===== config.mk =====
export PLATFORM = sky130hd
export DESIGN_NAME = alu_arbiter
export DESIGN_NICKNAME = d
export VERILOG_FILES = /design/src/rtl/alu_pkg.sv /design/src/rtl/alu_arbiter_rr.sv /design/src/rtl/alu_arbiter.sv
export SDC_FILE = /design/constraint.sdc
export NUM_CORES = 1
export LEC_CHECK = 0
export ABC_AREA = 1
export CAP_MARGIN = 20
export CORE_MARGIN = 3
export CORE_UTILIZATION = 49
export CTS_CLUSTER_DIAMETER = 40
export DETAILED_ROUTE_END_ITERATION = 8
export GPL_TIMING_DRIVEN = 1
export PLACE_DENSITY = 0.87
export REMOVE_ABC_BUFFERS = 1
export SETUP_SLACK_MARGIN = 0.3
export SYNTH_ARGS = -nofsm -noshare
export SYNTH_HDL_FRONTEND = slang
export SYNTH_HIERARCHICAL = 1
export SYNTH_SLANG_ARGS = --single-unit

===== constraint.sdc =====
create_clock -name clk -period 6.2 [get_ports clk]
set_clock_uncertainty 0.15 [all_clocks]
set_input_delay 1.24 -clock clk [delete_from_list [all_inputs] [get_ports clk]]
set_output_delay 1.24 -clock clk [all_outputs]
set_load 0.1 [all_outputs]

===== src/rtl/alu_pkg.sv =====
// Shared ALU definitions for alu_arbiter: opcodes, arbiter states, and the ALU function.
// Operands are carried at ALU_MAX_W bits; callers pass their real width so SLT and wrap use it.
package alu_pkg;

   localparam int ALU_MAX_W = 64;

   typedef enum logic [2:0] {
      ALU_ADD = 3'd0,
      ALU_SUB = 3'd1,
      ALU_AND = 3'd2,
      ALU_OR  = 3'd3,
      ALU_XOR = 3'd4,
      ALU_SLT = 3'd5
   } alu_op_e;

   typedef enum logic {
      IDLE = 1'b0,
      HOLD = 1'b1
   } arb_state_e;

   function automatic logic alu_op_legal(input logic [2:0] op);
      return (op <= 3'd5);
   endfunction

   // a and b must be zero-extended from width w; result is masked back to w bits.
   function automatic logic [ALU_MAX_W-1:0] alu_compute(input logic [ALU_MAX_W-1:0] a,
                                                        input logic [ALU_MAX_W-1:0] b,
                                                        input logic [2:0]           op,
                                                        input int                   w);
      logic [ALU_MAX_W-1:0] mask;
      logic [ALU_MAX_W-1:0] sgn;
      logic [ALU_MAX_W-1:0] r;
      logic                 sa;
      logic                 sb;
      logic                 lt;
      mask = (w >= ALU_MAX_W) ? '1 : ((ALU_MAX_W'(1) << w) - ALU_MAX_W'(1));
      sgn  = mask & ~(mask >> 1);
      sa   = |(a & sgn);
      sb   = |(b & sgn);
      lt   = (sa != sb) ? sa : (a < b);
      case (op)
         ALU_ADD: r = a + b;
         ALU_SUB: r = a - b;
         ALU_AND: r = a & b;
         ALU_OR:  r = a | b;
         ALU_XOR: r = a ^ b;
         ALU_SLT: r = lt ? mask : '0;
         default: r = '0;
      endcase
      return r & mask;
   endfunction

endpackage


===== src/rtl/alu_arbiter_rr.sv =====
// Combinational round-robin arbiter: searches from ptr_i upward, wrapping at NREQ-1.
// The pointer register lives in the parent.
module rr_arbiter #(
   parameter int NREQ = 4,
   parameter int IDW  = $clog2(NREQ)
) (
   input  logic [NREQ-1:0] req_i,
   input  logic [IDW-1:0]  ptr_i,
   input  logic            en_i,
   output logic [NREQ-1:0] gnt_o,
   output logic [IDW-1:0]  gnt_idx_o,
   output logic            any_o
);

   logic            found;
   logic [IDW-1:0]  cand;

   always_comb begin
      found     = 1'b0;
      cand      = '0;
      gnt_idx_o = '0;
      for (int k = 0; k < NREQ; k++) begin
         cand = IDW'((int'(ptr_i) + k) % NREQ);
         if (!found && req_i[cand]) begin
            found     = 1'b1;
            gnt_idx_o = cand;
         end
      end
      any_o = found && en_i;
      gnt_o = '0;
      if (any_o) gnt_o[gnt_idx_o] = 1'b1;
   end

endmodule


===== src/rtl/alu_arbiter.sv =====
// Round-robin shared ALU with one registered, ID-tagged response channel.
// Optional resp_zero output enabled by defining ALU_ARB_ZERO_FLAG_EN.
module alu_arbiter
   import alu_pkg::*;
#(
   parameter int N    = 32,
   parameter int NREQ = 4,
   parameter int IDW  = $clog2(NREQ)
) (
   input  logic                    clk,
   input  logic                    rst,
   input  logic [NREQ-1:0]         req_valid,
   output logic [NREQ-1:0]         req_ready,
   input  logic [NREQ-1:0][N-1:0]  req_a,
   input  logic [NREQ-1:0][N-1:0]  req_b,
   input  logic [NREQ-1:0][2:0]    req_op,
   output logic                    resp_valid,
   input  logic                    resp_ready,
   output logic [IDW-1:0]          resp_id,
   output logic [N-1:0]            resp_result,
   output logic                    resp_err
`ifdef ALU_ARB_ZERO_FLAG_EN
   ,output logic                   resp_zero
`endif
);

   arb_state_e           state_q, state_d;
   logic [IDW-1:0]       ptr_q, ptr_d;
   logic [IDW-1:0]       id_q, id_d;
   logic [N-1:0]         result_q, result_d;
   logic                 err_q, err_d;
   logic                 arb_en;
   logic                 accept;
   logic [IDW-1:0]       gnt_idx;
   logic [ALU_MAX_W-1:0] a_ext, b_ext, res_full;

   assign arb_en = (state_q == IDLE) || resp_ready;

   rr_arbiter #(.NREQ(NREQ), .IDW(IDW)) u_rr (
      .req_i     (req_valid),
      .ptr_i     (ptr_q),
      .en_i      (arb_en),
      .gnt_o     (req_ready),
      .gnt_idx_o (gnt_idx),
      .any_o     (accept)
   );

   always_comb begin
      a_ext          = '0;
      b_ext          = '0;
      a_ext[N-1:0]   = req_a[gnt_idx];
      b_ext[N-1:0]   = req_b[gnt_idx];
      res_full       = alu_compute(a_ext, b_ext, req_op[gnt_idx], N);
   end

   // ptr_q holds the first index to search, i.e. one past the last grant.
   always_comb begin
      state_d  = state_q;
      ptr_d    = ptr_q;
      id_d     = id_q;
      result_d = result_q;
      err_d    = err_q;
      if (accept) begin
         state_d  = HOLD;
         id_d     = gnt_idx;
         result_d = res_full[N-1:0];
         err_d    = !alu_op_legal(req_op[gnt_idx]);
         ptr_d    = (gnt_idx == IDW'(NREQ - 1)) ? '0 : gnt_idx + 1'b1;
      end else if (state_q == HOLD && resp_ready) begin
         state_d = IDLE;
      end
   end

   always_ff @(posedge clk) begin
      if (rst) begin
         state_q  <= IDLE;
         ptr_q    <= '0;
         id_q     <= '0;
         result_q <= '0;
         err_q    <= 1'b0;
      end else begin
         state_q  <= state_d;
         ptr_q    <= ptr_d;
         id_q     <= id_d;
         result_q <= result_d;
         err_q    <= err_d;
      end
   end

   assign resp_valid  = (state_q == HOLD);
   assign resp_id     = id_q;
   assign resp_result = result_q;
   assign resp_err    = err_q;

`ifdef ALU_ARB_ZERO_FLAG_EN
   logic zero_q;

   always_ff @(posedge clk) begin
      if (rst)         zero_q <= 1'b0;
      else if (accept) zero_q <= (result_d == '0);
   end

   assign resp_zero = zero_q;
`endif

endmodule


==> flow_summary.toml, run 1 <==
[status]
status = "finished clean"

[cells_and_area]
drive_gt1_share_pct = 6.02
antenna_cells = 0
layout_commonest_cell = "nand2_1"
post-route-cell-area_mm2 = 0.0139
stdcell_count = 2475
fill_cells = 1811
nets = 2583
syn2layout_area_growth_pct = 36.9
layout_common_cells = "nand2_1, clkdlybuf4s50_1, inv_1, a21oi_1, nor2_1"
multi_input_area_mm2 = 0.00785
ff_latch_area_um2 = 761

[critical_path]
reg2reg_slack_ns = 1.41
critPathLaunchType = "primary input"
critPathMostFrequentCell = "nand2_1"
r2r_start = "ptr_q[0]$_SDFFE_PP0P_"
cp.required_ns = 6.23
worstPathArrival_ns = 5.60
crit_path_max_incr_delay_ns = 0.49
worstSetupPathType = "primary input to flop"
reg2reg_depth = 28
rr_endpoint = "resp_result[28]$_SDFFE_PP0P_"
cp_slowest_cell = "clkdlybuf4s50_1"
endpoint = "resp_result[28]$_SDFFE_PP0P_"
crit_path_end_kind = "flop"
path_max_fanout = 45
crit_path_start = "req_valid[3]"

[drt]
drt-initial-drc-count = 1457
drc = 0
vias = 13700
wl_per_cell_um = 17.2
ant_nets = 0
viasPerCell = 5.54
dr.pass1.iters = 6
wl_mm = 42.6

[place]
io_buffers = 314
gp_congestion = 1.05
hpwl_mm = 33.1
dpl_cell_area_mm2 = 0.0134
dp.cells = 2459

[global_route]
antenna_found_initial = 2
grt_overflow = 0
grt_start_max_net_pins = 79
grt_pass1_wl_mm = 62.9
grtUsageTotal_pct = 35.0
grt_pass1_vias = 12500

[logic_synthesis]
ys.warnings.count = 6
synth-async-reset-ratio_pct = 0
syn_area_mm2 = 0.0101
ys.flop_type = "dfxtp_1"
avgSynthCellArea_um2 = 5.20
yosysUniqueCellTypes = 46
synth_seq_cells = 38
synth_top_cell_by_area = "nand2_1"
seq_area_frac_synth_pct = 7.51
netlist_instances = 1946
synth_area_leaders = "nand2_1, ha_1, inv_1"
yosysTopAreaCellShare_pct = 26.9
synth-edff-count = 0

[clocking]
clk-insertion-delay-late_ns = 0.31
cts_buffers = 5
clockRootBuffer = "clkbuf_16"
cts_buffer_depth = 2
hold_buffers = 0
cts_sinks = 38
h-tree-depth = 2
path_clk_slew_ns = 0.08
cts_tree = "yes"

[floorplanning]
die-area_mm2 = 0.0224
io_pins = 315
design.core.area_mm2 = 0.0199
dieHeight_um = 150
die_w_um = 150
start_util_pct = 50.9
fp-row-count = 51

[timing]
tightest_slew_ns = 1.03
hold_violations = 0
setup_viol = 0
post-route-min-period_ns = 5.57
relSlewSlack_pct = 31.2
grt_setup_unrepaired = "false"
drv_slew = 0
clock.fmax_mhz = 180
period_share_pct = 89.9

[hold_path]
hold_class = "flop to flop"
min_from = "resp_result[8]$_SDFFE_PP0P_"

[flow_run]
cap_violations = 0
[final cells by class]
| type | instances | area share (%) |
|---|---|---|
| Sequential cell | 38 | 5.49 |
| Tap cell | 265 | 2.39 |
| Multi-Input combinational cell | 1508 | 56.6 |
| Timing Repair Buffer | 348 | 25.6 |
| Clock inverter | 3 | 0.496 |
| Inverter | 308 | 8.52 |
| Clock buffer | 5 | 0.903 |
[worst max-delay path, delay by kind of cell]
kind / cells / cell delay, ns
adders and majority gates: 2 / 0.70
buffers and inverters: 8 / 1.36
and+or+nand+nor: 15 / 1.67
AOI/OAI and AO/OA: 4 / 0.63
[synth_stat cells, types with 6 or more instances]
library cell  number
nand2_1          727
inv_1            295
a21oi_1          170
nor2_1           168
nand3_1          111
ha_1              97
a32oi_1           65
clkbuf_1          38
dfxtp_1           38
buf_2             28
o21ai_0           26
nand4_1           23
nand2_2           17
nor3_1            17
o21ai_1           15
o22ai_1           13
buf_6              9
inv_2              9
o21bai_1           9
buf_1              8
a21oi_2            6
buf_4              6
nand3_2            6
[repair_timing]
| action | 4_1_cts | 5_1_grt |
|---|---|---|
| buffers inserted | 0 | 6 |
| resized for setup | 0 | 35 |
| endpoints found under the setup margin | 0 | 32 |
[how the worst min path moves through the flow]
stage / depth (start not counted) / slack, ns / end
after global routing: 2 / 0.33 / resp_result[1]$_SDFFE_PP0P_
after CTS: 2 / 0.32 / resp_result[8]$_SDFFE_PP0P_
after floorplan: 2 / 0.34 / ptr_q[1]$_SDFFE_PP0P_
after detailed placement: 2 / 0.30 / resp_result[8]$_SDFFE_PP0P_
final: 2 / 0.31 / resp_result[8]$_SDFFE_PP0P_
after global placement: 2 / 0.30 / resp_result[19]$_SDFFE_PP0P_
[sequential cells by signal, summed over array words and instances (netlist names)]
register	count
ptr_q	2
resp_err	1
resp_id	2
resp_result	32
resp_valid	1
[cell families after synthesis]
kind of cell	count (synthesis)	synth area share, %
simple gates	1087	44.4
flops	38	7.51
xor+xnor	1	0.0865
buf+inv	400	16.3
fa+ha+maj	99	12.4
compound gates	321	19.4
[through the flow]
step                utilization, %  hold slack (ns)  TNS, ns  setup slack [ns]
finish                        69.6            0.314        0             0.629
global route                  69.6            0.333        0             0.275
floorplan                        -            0.336   -59.66             -1.90
CTS                           68.3            0.315        0             0.441
global placement              67.3            0.302        0             0.236
detailed placement            67.3            0.304        0             0.126
[metal layers]
layer,track usage (%),vias to the layer above,share of wire (%)
met1,44.8,6152,40
met2,58.7,762,45
met4,8.92,6,2.8
met3,8.96,106,12
met5,0,-,0.092
li1,-,6696,-
Power of run 1 is not shown: default switching activity piles up to over one toggle a cycle in this logic, so the estimate is an artifact.
==> run 2: changes to the inputs <==
CORE_MARGIN = not set   (was 3)
==> flow_summary.toml, run 2 (synthesis results as in run 1) <==
[timing]
setup_viol = 0
post-route-min-period_ns = 5.70
drv_slew = 0
hold_violations = 0
relSlewSlack_pct = 32.9
grt_setup_unrepaired = "true"
tightest_slew_ns = 1.00
clock.fmax_mhz = 176
period_share_pct = 91.9

[clocking]
cts_tree = "yes"
cts_buffer_depth = 2
post_cts_buffers = 0
clk-insertion-delay-late_ns = 0.31
clockRootBuffer = "clkbuf_16"
path_clk_slew_ns = 0.07
h-tree-depth = 2
cts_sinks = 38
cts_buffers = 5

[place]
io_buffers = 314
gp_congestion = 0.982
hpwl_mm = 33.5

[drt]
dr.pass1.iters = 6
drc = 0
ant_nets = 0
viasPerCell = 5.55
drt-initial-drc-count = 1047
vias = 13700
wl_mm = 42.0
wl_per_cell_um = 17.0

[global_route]
grt_start_max_net_pins = 75
grt_pass1_wl_mm = 64.4
grtUsageTotal_pct = 37.9
grt_overflow = 0
grt_pass1_vias = 12800
antenna_found_initial = 0

[cells_and_area]
layout_common_cells = "nand2_1, clkdlybuf4s50_1, inv_1, a21oi_1, nor2_1"
multi_input_area_mm2 = 0.00781
layout_commonest_cell = "nand2_1"
syn2layout_area_growth_pct = 36.1
drive_gt1_share_pct = 5.62
nets = 2579
post-route-util_pct = 68.1
fill_cells = 1840
largest_reg_flops = 32
antenna_cells = 0
ff_latch_area_um2 = 761

[flow_run]
cap_violations = 0

[critical_path]
path_max_fanout = 47
crit_path_end_kind = "flop"
crit_path_max_incr_delay_ns = 0.48
worstPathArrival_ns = 5.72
cp.required_ns = 6.23
cp_slowest_cell = "ha_2"
critPathLaunchType = "primary input"
worstSetupPathType = "primary input to flop"
critPathMostFrequentCell = "nand2_1"

[floorplanning]
fp-row-count = 52
die-area_mm2 = 0.0212
design.core.area_mm2 = 0.0202
die_w_um = 146
start_util_pct = 50.1
dieHeight_um = 146
io_pins = 315

[hold_path]
hold_class = "flop to flop"

[status]
status = "finished clean"
run 2: what timing repair did:
| action | in CTS | in global routing |
|---|---|---|
| gates resized for setup | 0 | 28 |
| hold buffers | 0 | 0 |
| hold endpoints to repair | 0 | 0 |
| setup endpoints to repair | 0 | 32 |
run 2: final timing paths:
kind,startpoint,to,slack (ns),depth (start not counted)
max,req_valid[3],resp_result[18]$_SDFFE_PP0P_,0.50,28
max reg2reg,ptr_q[0]$_SDFFE_PP0P_,resp_result[18]$_SDFFE_PP0P_,1.25,26
min reg2reg,resp_result[7]$_SDFFE_PP0P_,resp_result[7]$_SDFFE_PP0P_,0.32,2
min,resp_result[7]$_SDFFE_PP0P_,resp_result[7]$_SDFFE_PP0P_,0.32,2
run 2: final cells by class:
type | instances | area share [%]
tap | 270 | 2.45
multi-input combinational | 1508 | 56.7
clock inverter | 3 | 0.327
clock buffer | 5 | 0.908
timing repair buffer | 344 | 25.5
sequential | 38 | 5.52
inverter | 308 | 8.57
run 2: critical path, delay by kind of cell:
family / cells / cell delay (ns)
adder cells (fa/ha/maj): 1 / 0.48
AND/OR/NAND/NOR: 17 / 2.24
buffers and inverters: 7 / 1.21
AO/OA/AOI/OAI: 3 / 0.51
run 2: metrics by stage:
| stage | setup slack, ns | instance area [um2] | cells | hold WS [ns] | TNS [ns] |
|---|---|---|---|---|---|
| detailed placement | 0.182 | 13400 | 2465 | 0.306 | 0 |
| CTS | 0.502 | 13600 | 2473 | 0.317 | 0 |
| floorplan | -1.90 | 9640 | 1854 | 0.336 | -59.66 |
| finish | 0.505 | 13800 | 2476 | 0.316 | 0 |
| global route | 0.268 | 13800 | 2476 | 0.344 | 0 |
| global placement | 0.219 | 13400 | 2465 | 0.303 | 0 |
run 2: metal layers:
metal | track usage, % | wire [um]
met5 | 0 | 0
met4 | 12.5 | 1250
met3 | 6.43 | 4040
met2 | 62.9 | 18900
met1 | 49.4 | 17900
Power of run 2 is left out for the same reason.
==> run 3: changes to the inputs <==
ABC_CLOCK_PERIOD_IN_PS = 6200   (was not set)
SLEW_MARGIN = 20   (was not set)
==> results of run 3 <==
Same layout as run 2: the final DEF is identical, and so are final timing and power.
Power of run 3 is left out for the same reason.
